File: src/rtl/alarm_pkg.sv
// Shared types and sizing helpers for the alarm annunciator.
// Optional feature macro used by the top: ALARM_LATCH_EN.
package alarm_pkg;

    typedef enum logic [2:0] {
        IDLE,
        ARMING,
        BEEP_ON,
        BEEP_OFF,
        MUTED
    } state_e;

    localparam int BEEP_CNT_W = 8;

    function automatic int cnt_width(
        input int a,
        input int b,
        input int c,
        input int d
    );
        int m;
        m = a;
        if (b > m) m = b;
        if (c > m) m = c;
        if (d > m) m = d;
        return $clog2(m) + 1;
    endfunction

endpackage

File: src/rtl/alarm_sync.sv
// Two-flop synchroniser for the asynchronous alarm request.
// Resets to 0 asynchronously (active-low).
module alarm_sync (
    input  logic clk,
    input  logic rst_n,
    input  logic d,
    output logic q
);

    logic [1:0] sync_q;
    logic [1:0] sync_d;

    always_comb begin
        sync_d = {sync_q[0], d};
    end

    always_ff @(posedge clk or negedge rst_n) begin
        if (!rst_n) begin
            sync_q <= '0;
        end else begin
            sync_q <= sync_d;
        end
    end

    assign q = sync_q[1];

endmodule

File: src/rtl/alarm_annunciator.sv
// Debounced alarm annunciator: buzzer cadence, lamp, ack/mute re-arm.
// Define ALARM_LATCH_EN to latch an accepted alarm until acknowledged.
module alarm_annunciator
    import alarm_pkg::*;
#(
    parameter int DEBOUNCE_CYC   = 16,
    parameter int BEEP_ON_CYC    = 8,
    parameter int BEEP_OFF_CYC   = 8,
    parameter int ESCALATE_BEEPS = 4,
    parameter int MUTE_CYC       = 64
) (
    input  logic                  clk,
    input  logic                  rst_n,
    input  logic                  alarm_req,
    input  logic                  ack,
    output logic                  buzzer,
    output logic                  lamp,
    output logic                  active,
    output logic                  escalated,
    output logic [BEEP_CNT_W-1:0] beep_cnt
);

    localparam int CW = cnt_width(DEBOUNCE_CYC, BEEP_ON_CYC,
                                  BEEP_OFF_CYC, MUTE_CYC);
    localparam int OFF_FAST_I = (BEEP_OFF_CYC / 2 < 1) ?
                                1 : BEEP_OFF_CYC / 2;

    localparam logic [CW-1:0] ONE      = CW'(1);
    localparam logic [CW-1:0] DEB_L    = CW'(DEBOUNCE_CYC);
    localparam logic [CW-1:0] ON_L     = CW'(BEEP_ON_CYC);
    localparam logic [CW-1:0] OFF_L    = CW'(BEEP_OFF_CYC);
    localparam logic [CW-1:0] OFF_F    = CW'(OFF_FAST_I);
    localparam logic [CW-1:0] MUTE_L   = CW'(MUTE_CYC);
    localparam logic [BEEP_CNT_W-1:0] ESC_L = BEEP_CNT_W'(ESCALATE_BEEPS);
    localparam logic [BEEP_CNT_W-1:0] B_ONE = BEEP_CNT_W'(1);

`ifdef ALARM_LATCH_EN
    localparam bit LATCH = 1'b1;
`else
    localparam bit LATCH = 1'b0;
`endif

    logic req_s;

    alarm_sync u_sync (
        .clk   (clk),
        .rst_n (rst_n),
        .d     (alarm_req),
        .q     (req_s)
    );

    state_e                state_q, state_d;
    logic [CW-1:0]         cnt_q, cnt_d;
    logic [BEEP_CNT_W-1:0] beep_cnt_q, beep_cnt_d;
    logic [CW-1:0]         off_lim;
    logic [BEEP_CNT_W-1:0] beep_inc;
    logic                  leave;

    assign escalated = (beep_cnt_q >= ESC_L);
    assign off_lim   = escalated ? OFF_F : OFF_L;
    assign beep_inc  = (beep_cnt_q == '1) ? beep_cnt_q : beep_cnt_q + B_ONE;

    // Non-latching: a dropped request always clears. Latching: only ack does.
    assign leave = !req_s && (!LATCH || ack);

    always_comb begin
        state_d    = state_q;
        cnt_d      = cnt_q;
        beep_cnt_d = beep_cnt_q;
        unique case (state_q)
            IDLE: begin
                cnt_d      = '0;
                beep_cnt_d = '0;
                if (req_s) begin
                    state_d = ARMING;
                    cnt_d   = ONE;
                end
            end
            ARMING: begin
                if (!req_s) begin
                    state_d = IDLE;
                    cnt_d   = '0;
                end else if (cnt_q == DEB_L) begin
                    state_d    = BEEP_ON;
                    cnt_d      = ONE;
                    beep_cnt_d = beep_inc;
                end else begin
                    cnt_d = cnt_q + ONE;
                end
            end
            BEEP_ON: begin
                if (leave) begin
                    state_d    = IDLE;
                    cnt_d      = '0;
                    beep_cnt_d = '0;
                end else if (ack) begin
                    state_d = MUTED;
                    cnt_d   = ONE;
                end else if (cnt_q == ON_L) begin
                    state_d = BEEP_OFF;
                    cnt_d   = ONE;
                end else begin
                    cnt_d = cnt_q + ONE;
                end
            end
            BEEP_OFF: begin
                if (leave) begin
                    state_d    = IDLE;
                    cnt_d      = '0;
                    beep_cnt_d = '0;
                end else if (ack) begin
                    state_d = MUTED;
                    cnt_d   = ONE;
                end else if (cnt_q >= off_lim) begin
                    state_d    = BEEP_ON;
                    cnt_d      = ONE;
                    beep_cnt_d = beep_inc;
                end else begin
                    cnt_d = cnt_q + ONE;
                end
            end
            MUTED: begin
                if (leave) begin
                    state_d    = IDLE;
                    cnt_d      = '0;
                    beep_cnt_d = '0;
                end else if (ack) begin
                    cnt_d = ONE;
                end else if (cnt_q == MUTE_L) begin
                    if (req_s) begin
                        // Re-arm restarts the escalation sequence.
                        state_d    = BEEP_ON;
                        cnt_d      = ONE;
                        beep_cnt_d = B_ONE;
                    end else begin
                        state_d    = IDLE;
                        cnt_d      = '0;
                        beep_cnt_d = '0;
                    end
                end else begin
                    cnt_d = cnt_q + ONE;
                end
            end
            default: begin
                state_d    = IDLE;
                cnt_d      = '0;
                beep_cnt_d = '0;
            end
        endcase
    end

    always_ff @(posedge clk or negedge rst_n) begin
        if (!rst_n) begin
            state_q    <= IDLE;
            cnt_q      <= '0;
            beep_cnt_q <= '0;
        end else begin
            state_q    <= state_d;
            cnt_q      <= cnt_d;
            beep_cnt_q <= beep_cnt_d;
        end
    end

    assign buzzer   = (state_q == BEEP_ON);
    assign active   = (state_q == BEEP_ON) || (state_q == BEEP_OFF) ||
                      (state_q == MUTED);
    assign lamp     = active;
    assign beep_cnt = beep_cnt_q;

endmodule

File: config.mk
export PLATFORM = sky130hd
export DESIGN_NAME = alarm_annunciator
export DESIGN_NICKNAME = d
export VERILOG_FILES = /design/src/rtl/alarm_pkg.sv /design/src/rtl/alarm_sync.sv /design/src/rtl/alarm_annunciator.sv
export SDC_FILE = /design/constraint.sdc
export NUM_CORES = 1
export LEC_CHECK = 0
export CAP_MARGIN = 10
export CORE_MARGIN = 1.5
export CORE_UTILIZATION = 55
export CTS_CLUSTER_SIZE = 20
export DETAILED_ROUTE_END_ITERATION = 10
export PLACE_DENSITY = 0.78
export SKIP_LAST_GASP = 1
export SYNTH_ARGS = -nofsm -noshare
export SYNTH_HDL_FRONTEND = slang
export SYNTH_SLANG_ARGS = --single-unit
File: constraint.sdc
create_clock -name clk -period 2.9 [get_ports clk]
set_input_delay 0.58 -clock clk [delete_from_list [all_inputs] [get_ports clk]]
set_output_delay 0.58 -clock clk [all_outputs]
set_load 0.01 [all_outputs]
# == Yosys cells after proc, flatten, opt, wreduce, memory -nomap -nowiden ==
# Cells that the tools add are included.
# op_classes
add_sub_neg,2
order_cmp,2
n_mux,38
n_reduce_logical,5
eq_ne,19
# op_table
op,count
8-bit 2-to-1 mux,10
7-bit 2-to-1 mux,11
3-bit 2-to-1 mux,12
7-bit case mux with 5 select lines,1
8-bit case mux with 4 select lines,1
3-bit != test (second input constant),5
3-bit case mux with 5 select lines,1
8-bit by 1-bit adder with 8-bit output (second input constant),1
8-bit equality test (second input constant),1
8-bit by 3-bit >= comparator with 1-bit output (second input constant),1
4-bit != test (second input constant),2
7-bit by 1-bit adder with 7-bit output (second input constant),1
7-bit by 4-bit equality test with 1-bit output (second input constant),1
7-bit by 5-bit equality test with 1-bit output (second input constant),1
7-bit equality test (second input constant),1
7-bit by 4-bit >= comparator with 1-bit output,1
7-bit AND reduction,1
3-bit by 2-bit equality test with 1-bit output (second input constant),2
6-bit AND reduction,1
4-bit 2-to-1 mux,1
2-bit by 1-bit != test with 1-bit output (second input constant),2
2-bit != test (second input constant),2
3-bit by 1-bit equality test with 1-bit output (second input constant),1
3-bit equality test (second input constant),1
other kinds (3),4
# totals
ff_bits,20
wordCells,70
output_inout_bits,12
input_bits,4

# == Logic depth before layout (Yosys ltp) ==
# Gate-level depths: netlist of run 1.
# depth
ltp_word,7
depth_mapped,10
ltp_nobuf,8

# == Cells and area by module ==
# Synthesis of run 1 repeated with hierarchy kept, for this count alone.
# unflattened
hier_cells,155
hier_area_um2,1330.0
# modules_own_cells
mod,instances,seq_area_each_um2,cells_per_inst,area_each_um2
alarm_annunciator,1,450.4,153,1280.0
alarm_sync,1,50.0,2,50.0

# == Worst setup path after synthesis of run 1 ==
# No wires, ideal clock.
# synth_timing
path_kind,register -> register
startpoint,register beep_cnt_q[7] (netlist: beep_cnt[7])
endpoint,register beep_cnt_q[2] (netlist: beep_cnt[2])
arrival_time_ps,2265
t_required_ps,2818
stages_incl_launch_ff,10
n_path_buf,1
period_less_slack_ps,2347
setup_ps,82
slack_ps,553
path_cell_list,dfrtp_1 > nor4_1 > nand2_1 > ha_1 > a21boi_0 > o2111ai_2 > and2_4 > buf_6 > a21o_1 > a31oi_1
# synth_via
elab_cells_between_ends,13
cone_classes,2 x order compare; 2 x eq/ne; 8 x mux; 1 x reduce/logical
# synth_lines
element,line_no,text
"start, declared",alarm_annunciator.sv:54,"logic [BEEP_CNT_W-1:0] beep_cnt_q, beep_cnt_d;"
"start signal, assigned",alarm_annunciator.sv:160,beep_cnt_q <= beep_cnt_d;
8-bit by 3-bit >= comparator with 1-bit output,alarm_annunciator.sv:59,assign escalated = (beep_cnt_q >= ESC_L);
net escalated,alarm_annunciator.sv:19,"output logic escalated,"
4-bit 2-to-1 mux,alarm_annunciator.sv:60,assign off_lim = escalated ? OFF_F : OFF_L;
7-bit by 4-bit >= comparator with 1-bit output,alarm_annunciator.sv:114,end else if (cnt_q >= off_lim) begin
3-bit != test (no source line),-,
7-bit AND reduction (no source line),-,
# The timed path passes the listed nets, and every way through them passes these cells. The select of a mux whose other input is x is not followed.
# A chain may end at the register's enable or synchronous reset.

# == Worst setup path in the final report of run 1 ==
# layout_timing
startpoint,register beep_cnt_q[7] (netlist: beep_cnt[7])
endpoint,register cnt_q[1]
# layout_via
elab_chain_len,7
# layout_rtl
element,line_no,text
8-bit by 3-bit >= comparator with 1-bit output,alarm_annunciator.sv:59,
4-bit 2-to-1 mux,alarm_annunciator.sv:60,
7-bit by 4-bit >= comparator with 1-bit output,alarm_annunciator.sv:114,
7-bit 2-to-1 mux,alarm_annunciator.sv:114,
7-bit 2-to-1 mux,alarm_annunciator.sv:111,end else if (ack) begin
7-bit 2-to-1 mux,alarm_annunciator.sv:107,if (leave) begin
7-bit case mux with 5 select lines,alarm_annunciator.sv:70,unique case (state_q)
net cnt_d[1],alarm_annunciator.sv:53,"logic [CW-1:0] cnt_q, cnt_d;"
"end signal, assigned",alarm_annunciator.sv:159,cnt_q <= cnt_d;
"end, declared",alarm_annunciator.sv:53,
# The timed path passes the listed nets, and every way through them passes these cells.

==> qor_table.md, run 1 <==
| Metric | Reported |
| --- | --- |
| Largest net degree at the start of global routing | 21 |
| Cell with the largest stage delay on the worst path | sky130_fd_sc_hd__a21boi_0 |
| Type of the worst min-delay path | reg2reg |
| Power density over cell area | 425 nW/um^2 |
| Average wire length per cell after detail routing | 16.5 um |
| Fin Setup TNS | 0 ns |
| Relative slew margins | 0.529 |
| Crit path capture type | flop |
| Overall routed net length | 3.13 mm |
| Residual DRC count | 0 |
| Synth Net Count | 158 |
| Final antenna diode count | 0 |
| Routed via count | 1212 |
| Measured slew at the worst slew-check pin | 0.703 ns |
| Unrepaired setup endpoints after global routing | no |
| Starting density of the core | 0.576 |
| Core Footprint | 2430 um^2 |
| Filler Cell Count | 194 |
| Count of final setup violators | 0 |
| Fraction of registers with async set or reset after synthesis | 1.00 |
| Warnings from Yosys | 0 |
| Post-DR vias/cell | 6.38 |
| Clock tree skew after final layout | 0.00553 ns |
| Max frequency | 385 MHz |
| Most used flip-flop cell after synthesis | sky130_fd_sc_hd__dfrtp_1 |
| Cells after synthesis | 148 |
| Maximum count of clock buffers along a single path | 2 |
| Initial antenna violation count | 0 |
| Die Area | 2860 um^2 |
| CP Data Arrival Time | 2.84 ns |
| TritonCTS clock tree | built |
| Result of the run | complete, no violations |
| Final period demand of the worst path | 2.60 ns |
| Antenna Violating Nets Remaining | 0 |
| Delay of the slowest cell on the worst path | 0.49 ns |
| Post-CTS repair timing setup buffer count | 0 |
| Number of gates given a new drive strength after cts | 0 |
| Number of distinct library cells after synthesis | 54 |
| Placed wire-length estimate | 2.25 mm |
| Design Area, Final | 1590 um^2 |
| Number of cells after detailed placement | 186 |
| Post-CTS clock slew at the launch and capture registers of the worst setup and hold paths | 0.12 ns |
| Net count of the finished layout | 171 |
| Number of standard cells in the layout, taps in and fillers out | 190 |
| Hold buffers post-CTS | 0 |
| Top library cells by usage in the layout, fill and taps aside | sky130_fd_sc_hd__dfrtp_1 (20), sky130_fd_sc_hd__clkdlybuf4s50_1 (15), sky130_fd_sc_hd__nor2_1 (14) |
| Hold violation count in the final report | 0 |
| Wire length of the first global-routing pass | 4.93 mm |
| Number of enable flip-flop cells after synthesis | 0 |
| Footprint of the multi-input gates | 812 um^2 |
| All-layer global routing usage | 0.240 |
| TritonCTS Buffers | 3 |
| Sequential cell area | 500 um^2 |
| Master cell of the clock root buffer | sky130_fd_sc_hd__clkbuf_4 |
| Startpoint-to-endpoint class of the critical path | reg2reg |
| Clock insertion delay at the later pin of the skew report | 0.31 ns |
| Max Fanout on Critical Path | 7 |
| Worst ir drop on vdd | 302 uV |
| Y dimension of the die | 53.5 um |
| Slew Limit Fails | 0 |
| Layout cells sized above 1 | 0.100 |
| Standard-cell rows | 18 |
| Number of global-route vias before repair | 1069 |
| Share of the clock period used by the worst path | 0.896 |
| Nature of the critical path startpoint | flop |
| Register bit count reported by yosys | 20 |
| Post-synthesis sequential area ratio | 0.357 |
| Final Wtd Congestion | 0.852 |
| CP Cell Sequence | nor4_1, nand2_1, ha_1, a21boi_0, o211ai_1, a211oi_1, a21oi_2, nor2b_1 |
| Cell area after placement | 1550 um^2 |
| Leakage power total | 0.669 nW |
| Number of top-level design ports | 16 |
| Post-Syn Area per Cell | 9.46 um^2 |
| Worst path required time | 3.14 ns |
| Die Wd | 53.5 um |
| Number of violations of the max-capacitance limit | 0 |
| CTS H-Tree Depth | 1 |
| Total grt overflow | 0 |
| Total power after layout | 0.674 mW |
| Detailed-router iteration count before antenna repair | 4 |
| Most common library cell in the layout ignoring fill and taps | sky130_fd_sc_hd__dfrtp_1 |
| Area growth syn-to-layout | 13.2% |
| DR iter-0 viols | 43 |
| Utilization of the core after routing | 0.652 |
| Synthesized cell area | 1400 um^2 |
| Sink count of the clock tree | 20 |
| Count of input and output buffers | 15 |
==> worst max-delay path, delay by kind of cell (launching register included) <==
kind                     cells  cell delay [ns]
adder cells (fa/ha/maj)      1             0.30
AO/OA/AOI/OAI                4             1.16
AND/OR/NAND/NOR              3             0.60
flip-flops                   1             0.47
==> per-layer routing <==
layer	GRT usage	share of wire
met5	0	0
met4	0.103	0.011
met3	0.0452	0.073
met1	0.336	0.45
met2	0.358	0.47
==> Yosys cell counts, types with 2 or more instances <==
master	n	area, um^2
sky130_fd_sc_hd__o211ai_1	3	22.5
sky130_fd_sc_hd__buf_2	4	20.0
sky130_fd_sc_hd__nand2_1	7	26.3
sky130_fd_sc_hd__nand3_1	4	20.0
sky130_fd_sc_hd__and3_1	2	12.5
sky130_fd_sc_hd__nor3_1	2	10.0
sky130_fd_sc_hd__o21ai_0	2	10.0
sky130_fd_sc_hd__ha_1	6	75.1
sky130_fd_sc_hd__a31o_2	2	17.5
sky130_fd_sc_hd__a21o_1	3	22.5
sky130_fd_sc_hd__clkbuf_1	2	7.51
sky130_fd_sc_hd__nor2b_1	6	37.5
sky130_fd_sc_hd__a21oi_1	6	30.0
sky130_fd_sc_hd__a211oi_1	2	15.0
sky130_fd_sc_hd__dfrtp_1	20	500
sky130_fd_sc_hd__inv_1	11	41.3
sky130_fd_sc_hd__xnor2_1	4	35.0
sky130_fd_sc_hd__a32o_1	2	20.0
sky130_fd_sc_hd__o22ai_1	3	18.8
sky130_fd_sc_hd__o21ai_1	2	10.0
sky130_fd_sc_hd__nor2_1	14	52.6
sky130_fd_sc_hd__nand4_1	2	12.5
sky130_fd_sc_hd__a31oi_1	8	50.1
==> cell type report <==
class,count,share of cell area
Tap cell,30,0.0237
Multi-Input combinational cell,109,0.512
Sequential cell,20,0.316
Clock buffer,4,0.0229
Inverter,11,0.0260
Timing Repair Buffer,16,0.0994
==> kinds of logic (layout without fill, tap and decap cells) <==
kind of cell	after synthesis	count (layout)	share of synthesized area
fa+ha+maj	6	6	0.0536
mux	1	1	0.00715
xor+xnor	5	5	0.0313
simple gates	50	50	0.226
flops	20	20	0.357
compound gates	47	47	0.262
buf+inv	19	31	0.0626
==> worst paths after layout <==
check,start,endpoint,slack [ns],depth (start not counted)
worst max-delay path,beep_cnt[7],cnt_q[1],0.30,8
worst min-delay path,u_sync.sync_q[0],u_sync.sync_q[1],0.36,0
worst max register to register,beep_cnt[7],cnt_q[1],0.30,8
worst min register to register,u_sync.sync_q[0],u_sync.sync_q[1],0.36,0
max in group asynchronous,rst_n,cnt_q[5],2.09,2
min in group asynchronous,rst_n,beep_cnt[0],0.60,2
==> where the power goes <==
part / internal [mW] / switching, mW
logic: 0.0904 / 0.0913
registers: 0.293 / 0.0312
clock network: 0.0766 / 0.0907
==> state kept, by name, indices dropped and copies added, names as in the netlist <==
name,cells
state_q,3
beep_cnt,8
u_sync.sync_q,2
cnt_q,7
==> metrics by stage <==
| step | hold WS (ns) | worst slack, ns |
|---|---|---|
| after floorplan | 0.284 | 0.553 |
| after global placement | 0.339 | 0.412 |
| after detailed placement | 0.346 | 0.415 |
| after global routing | 0.385 | 0.0927 |
| after CTS | 0.375 | 0.339 |
| final | 0.362 | 0.303 |
No activity file was read; power rests on OpenSTA's default activity.
==> inputs of run 2 (changes only) <==
--- a/config.mk
+++ b/config.mk
@@ -10,6 +10,7 @@
 export CORE_UTILIZATION = 55
 export CTS_CLUSTER_SIZE = 20
 export DETAILED_ROUTE_END_ITERATION = 10
+export GPL_TIMING_DRIVEN = 0
 export PLACE_DENSITY = 0.78
 export SKIP_LAST_GASP = 1
 export SYNTH_ARGS = -nofsm -noshare
==> run 2 against run 1 <==
  * Worst hold slack worse by 0.0058 ns
  * Fmax grew 1.2%
  * Largest power group unchanged
  * Sequential power shrank 4%
==> qor_table.md, run 2 (synthesized netlist as in run 1, its figures left out) <==
| Metric | Reported | Change |
| --- | --- | --- |
| Sink count of the clock tree | 20 | unchanged |
| Count of final setup violators | 0 | unchanged |
| Clock insertion delay at the later pin of the skew report | 0.31 ns | about the same |
| Placed wire-length estimate | 2.28 mm | +1.0% |
| All-layer global routing usage | 0.246 | +0.00536 |
| Post-CTS clock slew at the launch and capture registers of the worst setup and hold paths | 0.12 ns | about the same |
| Largest register FFs | 8 | unchanged |
| Number of gates given a new drive strength after cts | 0 | unchanged |
| Power density over cell area | 422 nW/um^2 | -0.66% |
| Y dimension of the die | 53.5 um | unchanged |
| Final period demand of the worst path | 2.57 ns | -0.0320 ns |
| CTS H-Tree Depth | 1 | unchanged |
| Share of the clock period used by the worst path | 0.885 | -0.0111 |
| Antenna Violating Nets Remaining | 0 | unchanged |
| Slew Limit Fails | 0 | unchanged |
| Post-CTS repair timing setup buffer count | 0 | unchanged |
| Largest net degree at the start of global routing | 21 | unchanged |
| Layout cells sized above 1 | 0.126 | +0.0257 |
| Wire length of the first global-routing pass | 5.07 mm | +2.9% |
| Top library cells by usage in the layout, fill and taps aside | sky130_fd_sc_hd__dfrtp_1 (20), sky130_fd_sc_hd__clkdlybuf4s50_1 (15), sky130_fd_sc_hd__nor2_1 (14) |  |
| Number of violations of the max-capacitance limit | 0 | unchanged |
| Worst ir drop on vdd | 352 uV | +17% |
| TritonCTS Buffers | 3 | unchanged |
| Top Metal Used | met4 |  |
| CP Data Arrival Time | 2.80 ns | -0.04 ns |
| Core Footprint | 2430 um^2 | unchanged |
| Count of input and output buffers | 15 | unchanged |
| Crit path capture type | flop |  |
| Unrepaired setup endpoints after global routing | no |  |
| Starting density of the core | 0.576 | unchanged |
| Routed via count | 1244 | +2.6% |
| Final antenna diode count | 0 | unchanged |
| Measured slew at the worst slew-check pin | 0.915 ns | +0.212 ns |
| Overall routed net length | 3.14 mm | +0.32% |
| Most common library cell in the layout ignoring fill and taps | sky130_fd_sc_hd__dfrtp_1 |  |
| Die Wd | 53.5 um | unchanged |
| Hold violation count in the final report | 0 | unchanged |
| Filler Cell Count | 203 | +4.6% |
| Standard-cell rows | 18 | unchanged |
| Clock tree skew after final layout | 0.00645 ns | +0.000923 ns |
| Net count of the finished layout | 178 | +4.1% |
| Detailed-router iteration count before antenna repair | 4 | unchanged |
| Number of top-level design ports | 16 | unchanged |
| Fin Setup TNS | 0 ns | unchanged |
| Number of global-route vias before repair | 1099 | +2.8% |
| Max frequency | 390 MHz | +1.2% |
| Nature of the critical path startpoint | flop |  |
| Final Wtd Congestion | 0.833 | -2.2% |
| Master cell of the clock root buffer | sky130_fd_sc_hd__clkbuf_4 |  |
| Maximum count of clock buffers along a single path | 2 | unchanged |
| Startpoint-to-endpoint class of the critical path | reg2reg |  |
| Design Area, Final | 1620 um^2 | +2.4% |
| Cell area after placement | 1590 um^2 | +2.5% |
| Detailed route wirelength on metal3 | 184 um | -20% |
| Worst path required time | 3.13 ns | about the same |
| Post-DR vias/cell | 6.31 | -1.0% |
| Leakage power total | 0.698 nW | +4.4% |
| Wire length on met2 | 1.48 mm | +0.68% |
| Total grt overflow | 0 | unchanged |
| Type of the worst min-delay path | reg2reg |  |
| Result of the run | complete, no violations |  |
| TritonCTS clock tree | built |  |
| Die Area | 2860 um^2 | unchanged |
| Total power after layout | 0.686 mW | +1.8% |
| Area growth syn-to-layout | 16.0% |  |
| Hold buffers post-CTS | 0 | unchanged |
| Routed length on met1 | 1.44 mm | +3.2% |
| Relative slew margins | 0.388 | -0.141 |
| Initial antenna violation count | 0 | unchanged |
| DR iter-0 viols | 40 | -7.0% |
| Max Fanout on Critical Path | 7 | unchanged |
| Residual DRC count | 0 | unchanged |
| Slack of the worst reg-to-reg path | 0.33 ns | +0.03 ns |
| Average wire length per cell after detail routing | 15.9 um | -3.2% |
[run 2: changes by cell type in the layout (fill, tap and decap cells not counted)]
cell and change:
sky130_fd_sc_hd__clkbuf_1 +2, sky130_fd_sc_hd__buf_6 +1, sky130_fd_sc_hd__buf_2 +4
[run 2: stage by stage]
stage / util / std cells / setup WS [ns] / hold slack, ns
finish: 0.668 / 197 / 0.335 / 0.356
detailed placement: 0.653 / 193 / 0.382 / 0.341
floorplan: - / 148 / 0.553 / 0.284
CTS: 0.668 / 197 / 0.311 / 0.369
global route: 0.668 / 197 / 0.108 / 0.386
global placement: 0.653 / 193 / 0.387 / 0.334
[run 2: worst paths after layout]
check | from | endpoint | cells past startpoint
min | u_sync.sync_q[0] | u_sync.sync_q[1] | 0
max | beep_cnt[7] | beep_cnt[5] | 9
min reg2reg | u_sync.sync_q[0] | u_sync.sync_q[1] | 0
max reg2reg | beep_cnt[7] | beep_cnt[5] | 9
max in group asynchronous | rst_n | cnt_q[1] | 1
min in group asynchronous | rst_n | beep_cnt[0] | 1
[run 2: per-layer routing]
| layer | track usage | up-vias |
|---|---|---|
| met5 | 0 | - |
| li1 | - | 590 |
| met2 | 0.389 | 48 |
| met3 | 0.0621 | 6 |
| met4 | 0.0684 | 0 |
| met1 | 0.328 | 600 |
[run 2: cell type report]
type                            count  area (um^2)  share of cell area
Timing Repair Buffer               15          150              0.0924
Tap cell                           30         37.5              0.0231
Sequential cell                    20          500               0.308
Clock buffer                        4         36.3              0.0223
Multi-Input combinational cell    109          812               0.500
Inverter                           11         41.3              0.0254
Buffer                              8         46.3              0.0285
[run 2: worst max-delay path, cell delays in order (launching register included)]
cell and delay [ns]:
sky130_fd_sc_hd__dfrtp_1 0.47, sky130_fd_sc_hd__nor4_1 0.29, sky130_fd_sc_hd__nand2_1 0.14, sky130_fd_sc_hd__ha_1 0.29, sky130_fd_sc_hd__a21boi_0 0.44, sky130_fd_sc_hd__o2111ai_2 0.20
sky130_fd_sc_hd__and2_4 0.18, sky130_fd_sc_hd__buf_6 0.12, sky130_fd_sc_hd__a21o_1 0.17, sky130_fd_sc_hd__a31oi_1 0.18
[run 2: where the power goes]
| group | switching [mW] | total, mW | internal, mW |
|---|---|---|---|
| registers | 0.0176 | 0.311 | 0.294 |
| clock network | 0.0926 | 0.169 | 0.0766 |
| logic | 0.109 | 0.205 | 0.0965 |
| total | 0.219 | 0.686 | 0.467 |
